`src/rtl/pwm_pkg.sv`:
```
// pwm_pkg: shared types for the multi-phase centre-aligned PWM block.
//   dir_t  - counter direction
//   cnt_t  - period counter / compare value
//   dt_t   - dead-time count
//   cfg_t  - period, per-channel duty, dead-time; used for both the pending
//            (shadow) register and the active register.
// The PWM_* constants size the config struct, so the top's parameters
// default to them and must match them.
package pwm_pkg;

    localparam int PWM_N_CH      = 3;
    localparam int PWM_CNT_WIDTH = 16;
    localparam int PWM_DT_WIDTH  = 8;

    typedef enum logic {UP = 1'b0, DOWN = 1'b1} dir_t;

    typedef logic [PWM_CNT_WIDTH-1:0] cnt_t;
    typedef logic [PWM_DT_WIDTH-1:0]  dt_t;

    typedef struct packed {
        cnt_t                   period;
        cnt_t [PWM_N_CH-1:0]    duty;
        dt_t                    deadtime;
    } cfg_t;

endpackage

```
`src/rtl/pwm_deadtime.sv`:
```
// pwm_deadtime: one channel of complementary gate drive with dead-time.
//   i_clk, i_rst : clock, synchronous active-high reset
//   i_clr        : force both gates low and forget the last raw level
//   i_raw        : raw compare result (1 = high side wants to conduct)
//   i_dt         : dead-time in clock cycles, latched on every raw edge
//   o_hi, o_lo   : registered high/low side gates, never both high
module pwm_deadtime
    import pwm_pkg::*;
#(
    parameter int DT_WIDTH = PWM_DT_WIDTH
)(
    input  logic                i_clk,
    input  logic                i_rst,
    input  logic                i_clr,
    input  logic                i_raw,
    input  logic [DT_WIDTH-1:0] i_dt,
    output logic                o_hi,
    output logic                o_lo
);

    logic                r_prev;
    logic [DT_WIDTH-1:0] r_dt_cnt;
    logic                r_hi;
    logic                r_lo;

    always_ff @(posedge i_clk) begin
        if (i_rst || i_clr) begin
            r_prev   <= 1'b0;
            r_dt_cnt <= '0;
            r_hi     <= 1'b0;
            r_lo     <= 1'b0;
        end else if (i_raw != r_prev) begin
            // Every raw edge restarts the dead-time window; the side being
            // released drops immediately, the other side waits.
            r_prev   <= i_raw;
            r_dt_cnt <= i_dt;
            if (i_dt == '0) begin
                r_hi <= i_raw;
                r_lo <= ~i_raw;
            end else begin
                r_hi <= 1'b0;
                r_lo <= 1'b0;
            end
        end else if (r_dt_cnt != '0) begin
            r_dt_cnt <= r_dt_cnt - 1'b1;
            // Last dead-time cycle: assert the new side on this edge.
            if (r_dt_cnt == DT_WIDTH'(1)) begin
                r_hi <= i_raw;
                r_lo <= ~i_raw;
            end else begin
                r_hi <= 1'b0;
                r_lo <= 1'b0;
            end
        end else begin
            r_hi <= i_raw;
            r_lo <= ~i_raw;
        end
    end

    assign o_hi = r_hi;
    assign o_lo = r_lo;

endmodule

```
`src/rtl/pwm_multi_phase.sv`:
```
// pwm_multi_phase: N-channel centre-aligned PWM with complementary outputs
// and per-edge dead-time. Configuration is offered through a valid/ready
// shadow slot and becomes active only at a counter valley (cnt == 0).
//   clk, rst     : clock, synchronous active-high reset
//   enable       : run counter/outputs; 0 holds cnt at 0 and gates low
//   valid, ready : config handshake (captured on valid & ready)
//   period_top   : counter peak P
//   duty_in      : per-channel compare, ch i at [i*CNT_WIDTH +: CNT_WIDTH]
//   deadtime     : dead-time D in clock cycles
//   pwm_hi_out   : high-side gates
//   pwm_lo_out   : low-side gates
//   sync_out     : one-cycle pulse per valley while enabled
module pwm_multi_phase
    import pwm_pkg::*;
#(
    parameter int N_CH      = PWM_N_CH,
    parameter int CNT_WIDTH = PWM_CNT_WIDTH,
    parameter int DT_WIDTH  = PWM_DT_WIDTH
)(
    input  logic                      clk,
    input  logic                      rst,
    input  logic                      enable,
    input  logic                      valid,
    output logic                      ready,
    input  logic [CNT_WIDTH-1:0]      period_top,
    input  logic [N_CH*CNT_WIDTH-1:0] duty_in,
    input  logic [DT_WIDTH-1:0]       deadtime,
    output logic [N_CH-1:0]           pwm_hi_out,
    output logic [N_CH-1:0]           pwm_lo_out,
    output logic                      sync_out
);

    cfg_t   r_active;
    cfg_t   r_pending;
    logic   r_pend_full;
    cnt_t   r_cnt;
    dir_t   r_dir;
    logic   r_sync;

    cfg_t            w_offer;
    logic            w_valley;
    logic            w_load;
    cnt_t            w_period;
    logic            w_off;
    logic [N_CH-1:0] w_raw;

    always_comb begin
        w_offer          = '0;
        w_offer.period   = period_top;
        w_offer.deadtime = deadtime;
        for (int i = 0; i < N_CH; i++)
            w_offer.duty[i] = duty_in[i*CNT_WIDTH +: CNT_WIDTH];
    end

    assign w_valley = (r_cnt == '0);
    assign w_load   = w_valley & r_pend_full;
    // The step out of a valley already uses the period being loaded there,
    // so a new P (including P = 0) takes effect without a stray count.
    assign w_period = w_load ? r_pending.period : r_active.period;
    assign w_off    = ~enable | (r_active.period == '0);

    // Triangle counter: 0,1..P,P-1..1,0 -> 2P cycles per period.
    always_ff @(posedge clk) begin
        if (rst) begin
            r_cnt <= '0;
            r_dir <= UP;
        end else if (!enable || w_period == '0) begin
            r_cnt <= '0;
            r_dir <= UP;
        end else if (r_dir == UP) begin
            if (r_cnt < w_period) begin
                r_cnt <= r_cnt + cnt_t'(1);
            end else begin
                r_dir <= DOWN;
                r_cnt <= r_cnt - cnt_t'(1);
            end
        end else begin
            if (r_cnt != '0) begin
                r_cnt <= r_cnt - cnt_t'(1);
            end else begin
                r_dir <= UP;
                r_cnt <= r_cnt + cnt_t'(1);
            end
        end
    end

    // Shadow slot. Load and capture are exclusive (load needs a full slot,
    // capture an empty one), so a capture on a valley waits for the next.
    always_ff @(posedge clk) begin
        if (rst) begin
            r_active    <= '0;
            r_pending   <= '0;
            r_pend_full <= 1'b0;
        end else if (w_load) begin
            r_active    <= r_pending;
            r_pend_full <= 1'b0;
        end else if (valid && !r_pend_full) begin
            r_pending   <= w_offer;
            r_pend_full <= 1'b1;
        end
    end

    // Registered so the pulse lines up with the registered gate outputs.
    always_ff @(posedge clk) begin
        if (rst) r_sync <= 1'b0;
        else     r_sync <= enable & w_valley;
    end

    for (genvar gi = 0; gi < N_CH; gi++) begin : g_ch
        assign w_raw[gi] = (r_cnt < r_active.duty[gi]);

        pwm_deadtime #(
            .DT_WIDTH (DT_WIDTH)
        ) u_dt (
            .i_clk (clk),
            .i_rst (rst),
            .i_clr (w_off),
            .i_raw (w_raw[gi]),
            .i_dt  (r_active.deadtime),
            .o_hi  (pwm_hi_out[gi]),
            .o_lo  (pwm_lo_out[gi])
        );
    end

    assign ready    = ~r_pend_full;
    assign sync_out = r_sync;

endmodule

```
`config.mk`:
```
export PLATFORM = sky130hd
export DESIGN_NAME = pwm_multi_phase
export DESIGN_NICKNAME = d
export VERILOG_FILES = /design/src/rtl/pwm_pkg.sv /design/src/rtl/pwm_deadtime.sv /design/src/rtl/pwm_multi_phase.sv
export SDC_FILE = /design/constraint.sdc
export NUM_CORES = 1
export LEC_CHECK = 0
export CORE_UTILIZATION = 55
export DETAILED_ROUTE_END_ITERATION = 7
export PLACE_DENSITY_LB_ADDON = 0.3
export SLEW_MARGIN = 20
export SYNTH_ARGS = -nofsm -noshare
export SYNTH_HDL_FRONTEND = slang
export SYNTH_HIERARCHICAL = 1
export SYNTH_SLANG_ARGS = --single-unit
```
`constraint.sdc`:
```
create_clock -name clk -period 5 [get_ports clk]
set_input_delay 0.75 -clock clk [delete_from_list [all_inputs] [get_ports clk]]
set_output_delay 0.75 -clock clk [all_outputs]
set_load 0.02 [all_outputs]
```
; Word level (Yosys, flattened, before mapping)
; Cells that the tools add are included.
[totals]
reg_bits = 196
in_bits = 76
output_inout_bits = 8
wordCells = 106
[op_classes]
add_sub_neg = 5
order_cmp = 4
eq_ne = 6
n_mux = 37
bitwise = 9
reduce_logical = 19
[op_table]
columns = op, n
row1 = 16-bit < comparator, 4
row2 = 16-bit 2-to-1 mux, 4
row3 = 16-bit zero test, 3
row4 = 8-bit 2-to-1 mux, 6
row5 = 1-bit 2-to-1 mux, 27
row6 = "8-bit by 1-bit == test with 1-bit output, second input constant", 3
row7 = 8-bit nonzero test, 3
row8 = "8-bit by 1-bit subtractor with 8-bit output, second input constant", 3
row9 = "16-bit by 1-bit adder with 16-bit output, second input constant", 1
row10 = 16-bit nonzero test, 1
row11 = "16-bit by 1-bit subtractor with 16-bit output, second input constant", 1
row12 = 8-bit zero test, 1
row13 = 1-bit inverter, 6
row14 = 2-bit nonzero test, 3
row15 = 2-bit OR reduction, 2
row16 = 1-bit inequality test, 3
row17 = 1-bit bitwise AND, 2
row18 = 1-bit zero test, 2
row19 = 1-bit logical OR, 2
row20 = 2-bit AND reduction, 1
row21 = 1-bit logical AND, 1
row22 = 1-bit OR, 1

; Depth between registers and ports, before layout
[depth]
ltp_word = 6
depth_mapped = 18
ltp_nobuf = 13

; Modules after synthesis
; Netlist, hierarchy kept.
[by_module_without_submodules]
columns = module, instances, cells_per_inst, area_each_um2, seq_area_each_um2
row1 = pwm_multi_phase, 1, 975, 7756.2, 3263.1
row2 = pwm_deadtime, 3, 74, 615.6, 220.2

; Least setup slack after synthesis
; Ideal clock, no wire load.
[synth_path]
path_type = register to register
start = register r_cnt[10]
end = register r_cnt[13]
setup_time_ns = 0.072
arrival_time_ns = 4.329
t_required_ns = 4.928
path_slack_ns = 0.599
path_stages_with_launch = 17
n_path_buf = 5
synth_period_minus_slack_ns = 4.401
path_cell_list = dfxtp_1 -> buf_6 -> or4_4 -> and4b_1 -> buf_4 -> buf_6 -> clkbuf_1 -> mux2i_1 -> ha_1 -> o21ai_0 -> nor2_1 -> or3_1 -> a2111oi_1 -> a21o_4 -> buf_6 -> mux2i_1 -> mux2i_1
[synth_via]
elab_chain_len = 6
elab_cells_between_ends = 13
cone_classes = 2 x add/sub / 1 x order compare / 4 x mux / 1 x bitwise / 5 x reduce/logical
[synth_lines]
columns = item, line
row1 = from (decl), pwm_multi_phase.sv:36  ; cnt_t r_cnt;
row2 = from (signal assigned), pwm_multi_phase.sv:72  ; r_cnt <= r_cnt + cnt_t'(1);
row3 = from (signal assigned), pwm_multi_phase.sv:75  ; r_cnt <= r_cnt - cnt_t'(1);
row4 = from (signal assigned), pwm_multi_phase.sv:79  ; r_cnt <= r_cnt - cnt_t'(1);
row5 = 16-bit zero test, pwm_multi_phase.sv:55  ; assign w_valley = (r_cnt == '0);
row6 = 1-bit bitwise AND, pwm_multi_phase.sv:56  ; assign w_load = w_valley & r_pend_full;
row7 = 16-bit 2-to-1 mux, pwm_multi_phase.sv:59  ; assign w_period = w_load ? r_pending.period : r_active.period;
row8 = 16-bit < comparator / 16-bit zero test (equally long branches), "pwm_multi_phase.sv:71, pwm_multi_phase.sv:67"
row9 = 16-bit 2-to-1 mux / 1-bit logical OR (equally long branches), "pwm_multi_phase.sv:71, pwm_multi_phase.sv:67"
row10 = 16-bit 2-to-1 mux / 2-bit OR reduction (equally long branches), -
; Several ways; a longest one is shown, not always the timed one.
; A chain may end at the register's enable or synchronous reset.

; Worst setup path after layout
[layout_path]
start = register r_cnt[11]
end = register r_cnt[5]
; Same word-level chain as after synthesis.

==> results.md <==
* Via count at 8487
* Port Buffer Count at 83
* Number of global-route vias before repair at slightly above 8k
* Number of H-tree levels at 4
* Number of enable flip-flop cells after synthesis at 0
* First DRT Iteration DRCs at just over 500
* Outcome: finished clean
* # Post-CTS Setup Buffers at 0
* Clock input transition at the sequential cells of the worst setup and hold paths at around 0.07 ns
* Worst Hold Launch: r_pending[33]
* Number of buffers added to fix hold violations after cts at 0
* NumNets Final at ~1.4k
* Critical Path Source: r_cnt[11]
* Number of clock sinks seen by CTS at 196
* Synthesis Warnings at 6
* Critical-path cell with the highest stage delay: sky130_fd_sc_hd__or4_4
* Detailed-placement wirelength estimate at approximately 16 mm
* Layout Skew at about 0.0088 ns
* Worst Max-Slew Pin Slew at 1.031 ns
* CP required at roughly 5.4 ns
* Final Hold Violating Endpoints at 0
* Routed wirelength normalized by instance count at roughly 16 um
* Most used cells in the layout excluding fill and tap cells: sky130_fd_sc_hd__nand2_1, sky130_fd_sc_hd__dfxtp_1, sky130_fd_sc_hd__a21oi_1
* Maximum count of clock buffers along a single path at 2
* Worst setup path category: reg -> reg
* Number of search-and-repair iterations in the first detailed-routing pass at 5
* Cells after synthesis at 1197
* Primary flip-flop cell chosen by synthesis mapping: sky130_fd_sc_hd__dfxtp_1
* Routability-driven placement congestion ratio at about 0.9
* Critical path's top delay family: simple AND/OR/NAND/NOR gates
* Cell types with the largest area share after synthesis: sky130_fd_sc_hd__dfxtp_1, sky130_fd_sc_hd__nand2_1, sky130_fd_sc_hd__ha_1, sky130_fd_sc_hd__a21oi_1, sky130_fd_sc_hd__mux2i_1
* Critical path fanouts, max at 41
* Number of clock buffers inserted by TritonCTS at 17
* Yosys top cell area share at 0.4086
* Wire length of the first global-routing pass at between 30 and 40 mm
* Total overflow reported by the global router at 0
* Type of destination of the critical path: flip-flop
* Post-synthesis instance area at a little under 10000 sq um
* Overall fraction of global-route tracks in use at 0.2667
* Tightest Hold Check Type: reg -> reg
* Final routed wirelength across all metal layers at 23.09 mm
* Biggest cell delay along the critical path at 0.58 ns
* Share of final-layout standard cells stronger than drive strength 1 at 0.06546
* Largest net degree at the start of global routing at 98
* CP Buf/Inv Count at 2
* Clk Latency, worst-skew pair at roughly 0.44 ns
* Total area of multi-input combinational cells at roughly 5200 sq um
* Number of nets with antenna violations after routing at 0
* Initial antenna violation count at 0
* Net count of the mapped netlist at approximately 1.3k
* Floorplan die width at 134.1 um
* Reg-to-Reg Start: r_cnt[11]
* Ant. Diodes at 0
* Vias per cell at ~5.7
* Signal arrival time at the worst endpoint at around 4.8 ns
* Clock Root Buffer: sky130_fd_sc_hd__clkbuf_16
* DIE AREA at between 15000 and 20000 sq um
* Flip-flop and latch count after synthesis at about 200
* Fill cell count at approximately 1.4k
* Layout overhead on the synthesized area at 17.30%
* Count of pins on the block boundary at 84
* Clock tree from TritonCTS: yes
* Max-capacitance violation count at 0
* Starting Density at 0.5710
* DRC violation count after routing at 0
* List of cells traversed by the critical path: or4_4 > and4b_2 > buf_4 > mux2i_1 > ha_1 > o21ai_0 > o21a_1 > nor3_1 > a2111oi_1 > buf_4 > a21oi_1 > mux2i_1 > mux2i_1
* Tightest slew margin relative to the limit at 0.3051
* Synthesized area per cell at 8.023 sq um
* Most frequent cell on the critical path: sky130_fd_sc_hd__mux2i_1
* Type of element launching the critical path: flip-flop
* Final setup violating endpoints at 0
* FF+latch area at ~3900 sq um
* Total negative slack for setup checks at 0 ns
* Area of the core at ~17000 sq um
* Number of library cell types mapped by synthesis at 56
* Gates resized, CTS repair at 0
* Period minus WS final at around 4.5 ns
* Final count of pins violating max slew at 0
* Highest clock rate at ~0.22 GHz
* Post-synthesis cell type with the largest combined area: sky130_fd_sc_hd__dfxtp_1
* Ys async rst share at 0
* Part of the cycle the worst path needs at 0.8940
* Setup repair after global routing missed its margin: false
* Sequential fraction of the synthesis area at 0.4086
* Std-Cell Rows at 47
* Most common library cell in the layout ignoring fill and taps: sky130_fd_sc_hd__nand2_1
* Overall die height at about 130 um
-- cell families after synthesis --
logic type,synth area share
AOI/OAI and AO/OA,0.1535
xor gates and xnor gates,0.009120
adders and majority gates,0.08990
buffers and inverters,0.05094
DFF,0.4086
muxes,0.04547
and+or+nand+nor,0.2425
-- worst register-to-register path: cells and delay by family, from the launching register on --
family | cells | cell delay, ns
simple gates | 3 | 1.36
compound gates | 4 | 0.88
mux | 3 | 0.86
buf+inv | 2 | 0.64
flops | 1 | 0.46
fa+ha+maj | 1 | 0.20
-- registers in the layout, summed over array words and instances, names as in the netlist --
register,flops
g_ch.u_dt/o_hi,3
g_ch.u_dt/o_lo,3
g_ch.u_dt/r_dt_cnt,24
g_ch.u_dt/r_prev,3
r_active,72
r_cnt,16
r_dir,1
r_pend_full,1
r_pending,72
sync_out,1
-- cells in the mapped netlist (4+ instances only) --
library cell / number
sky130_fd_sc_hd__inv_1: 59
sky130_fd_sc_hd__dfxtp_1: 196
sky130_fd_sc_hd__mux2i_1: 38
sky130_fd_sc_hd__xor2_1: 6
sky130_fd_sc_hd__ha_1: 69
sky130_fd_sc_hd__and2_1: 8
sky130_fd_sc_hd__a31oi_1: 8
sky130_fd_sc_hd__nor3_1: 21
sky130_fd_sc_hd__nand2b_1: 17
sky130_fd_sc_hd__clkbuf_1: 51
sky130_fd_sc_hd__or4_4: 4
sky130_fd_sc_hd__buf_6: 4
sky130_fd_sc_hd__xnor2_1: 4
sky130_fd_sc_hd__a21o_1: 18
sky130_fd_sc_hd__and3_1: 9
sky130_fd_sc_hd__nor2_1: 48
sky130_fd_sc_hd__nor4_1: 19
sky130_fd_sc_hd__a21oi_1: 151
sky130_fd_sc_hd__or2_2: 5
sky130_fd_sc_hd__o21ai_0: 23
sky130_fd_sc_hd__nand4_1: 13
sky130_fd_sc_hd__or3_1: 7
sky130_fd_sc_hd__o22ai_1: 11
sky130_fd_sc_hd__nor2b_1: 9
sky130_fd_sc_hd__o31ai_1: 4
sky130_fd_sc_hd__a211oi_1: 10
sky130_fd_sc_hd__nand3_1: 23
sky130_fd_sc_hd__o221ai_1: 6
sky130_fd_sc_hd__nand2_1: 310
-- metal layers --
layer | wire length (um) | track usage | share of wire
met1 | 10330 | 0.3290 | 0.45
met2 | 11170 | 0.4603 | 0.48
met3 | 1093 | 0.05178 | 0.047
met4 | 493 | 0.09800 | 0.021
met5 | 0 | 0 | 0
-- stage by stage --
stage               hold slack [ns]  std cells  cell area, sq um  setup slack, ns  utilization
floorplan                    0.4321       1197              9603           0.5994            -
global placement             0.4394       1456             10580           0.6996       0.6292
detailed placement           0.4445       1456             10590           0.6203       0.6297
CTS                          0.4563       1488             11240           0.6017       0.6684
global route                 0.4696       1488             11260           0.2872       0.6698
finish                       0.4518       1488             11260           0.5300       0.6698
-- area by class of cell --
class                           count  share of cell area
Clock inverter                     14             0.01888
Sequential cell                   196              0.3483
Multi-Input combinational cell    881              0.4648
Clock buffer                       18             0.03899
Timing Repair Buffer              100             0.08486
Inverter                           59             0.01966
Tap cell                          220             0.02444
-- path summary, 6_finish.rpt --
path	end	slack [ns]	cells after the start
setup / recovery	r_cnt[5]	0.53	13
hold / removal	r_active[33]	0.45	2
setup reg to reg	r_cnt[5]	0.53	13
hold reg to reg	r_active[33]	0.45	2
Power is not shown: default switching activity piles up to over one toggle a cycle in this logic, so the estimate is an artifact.
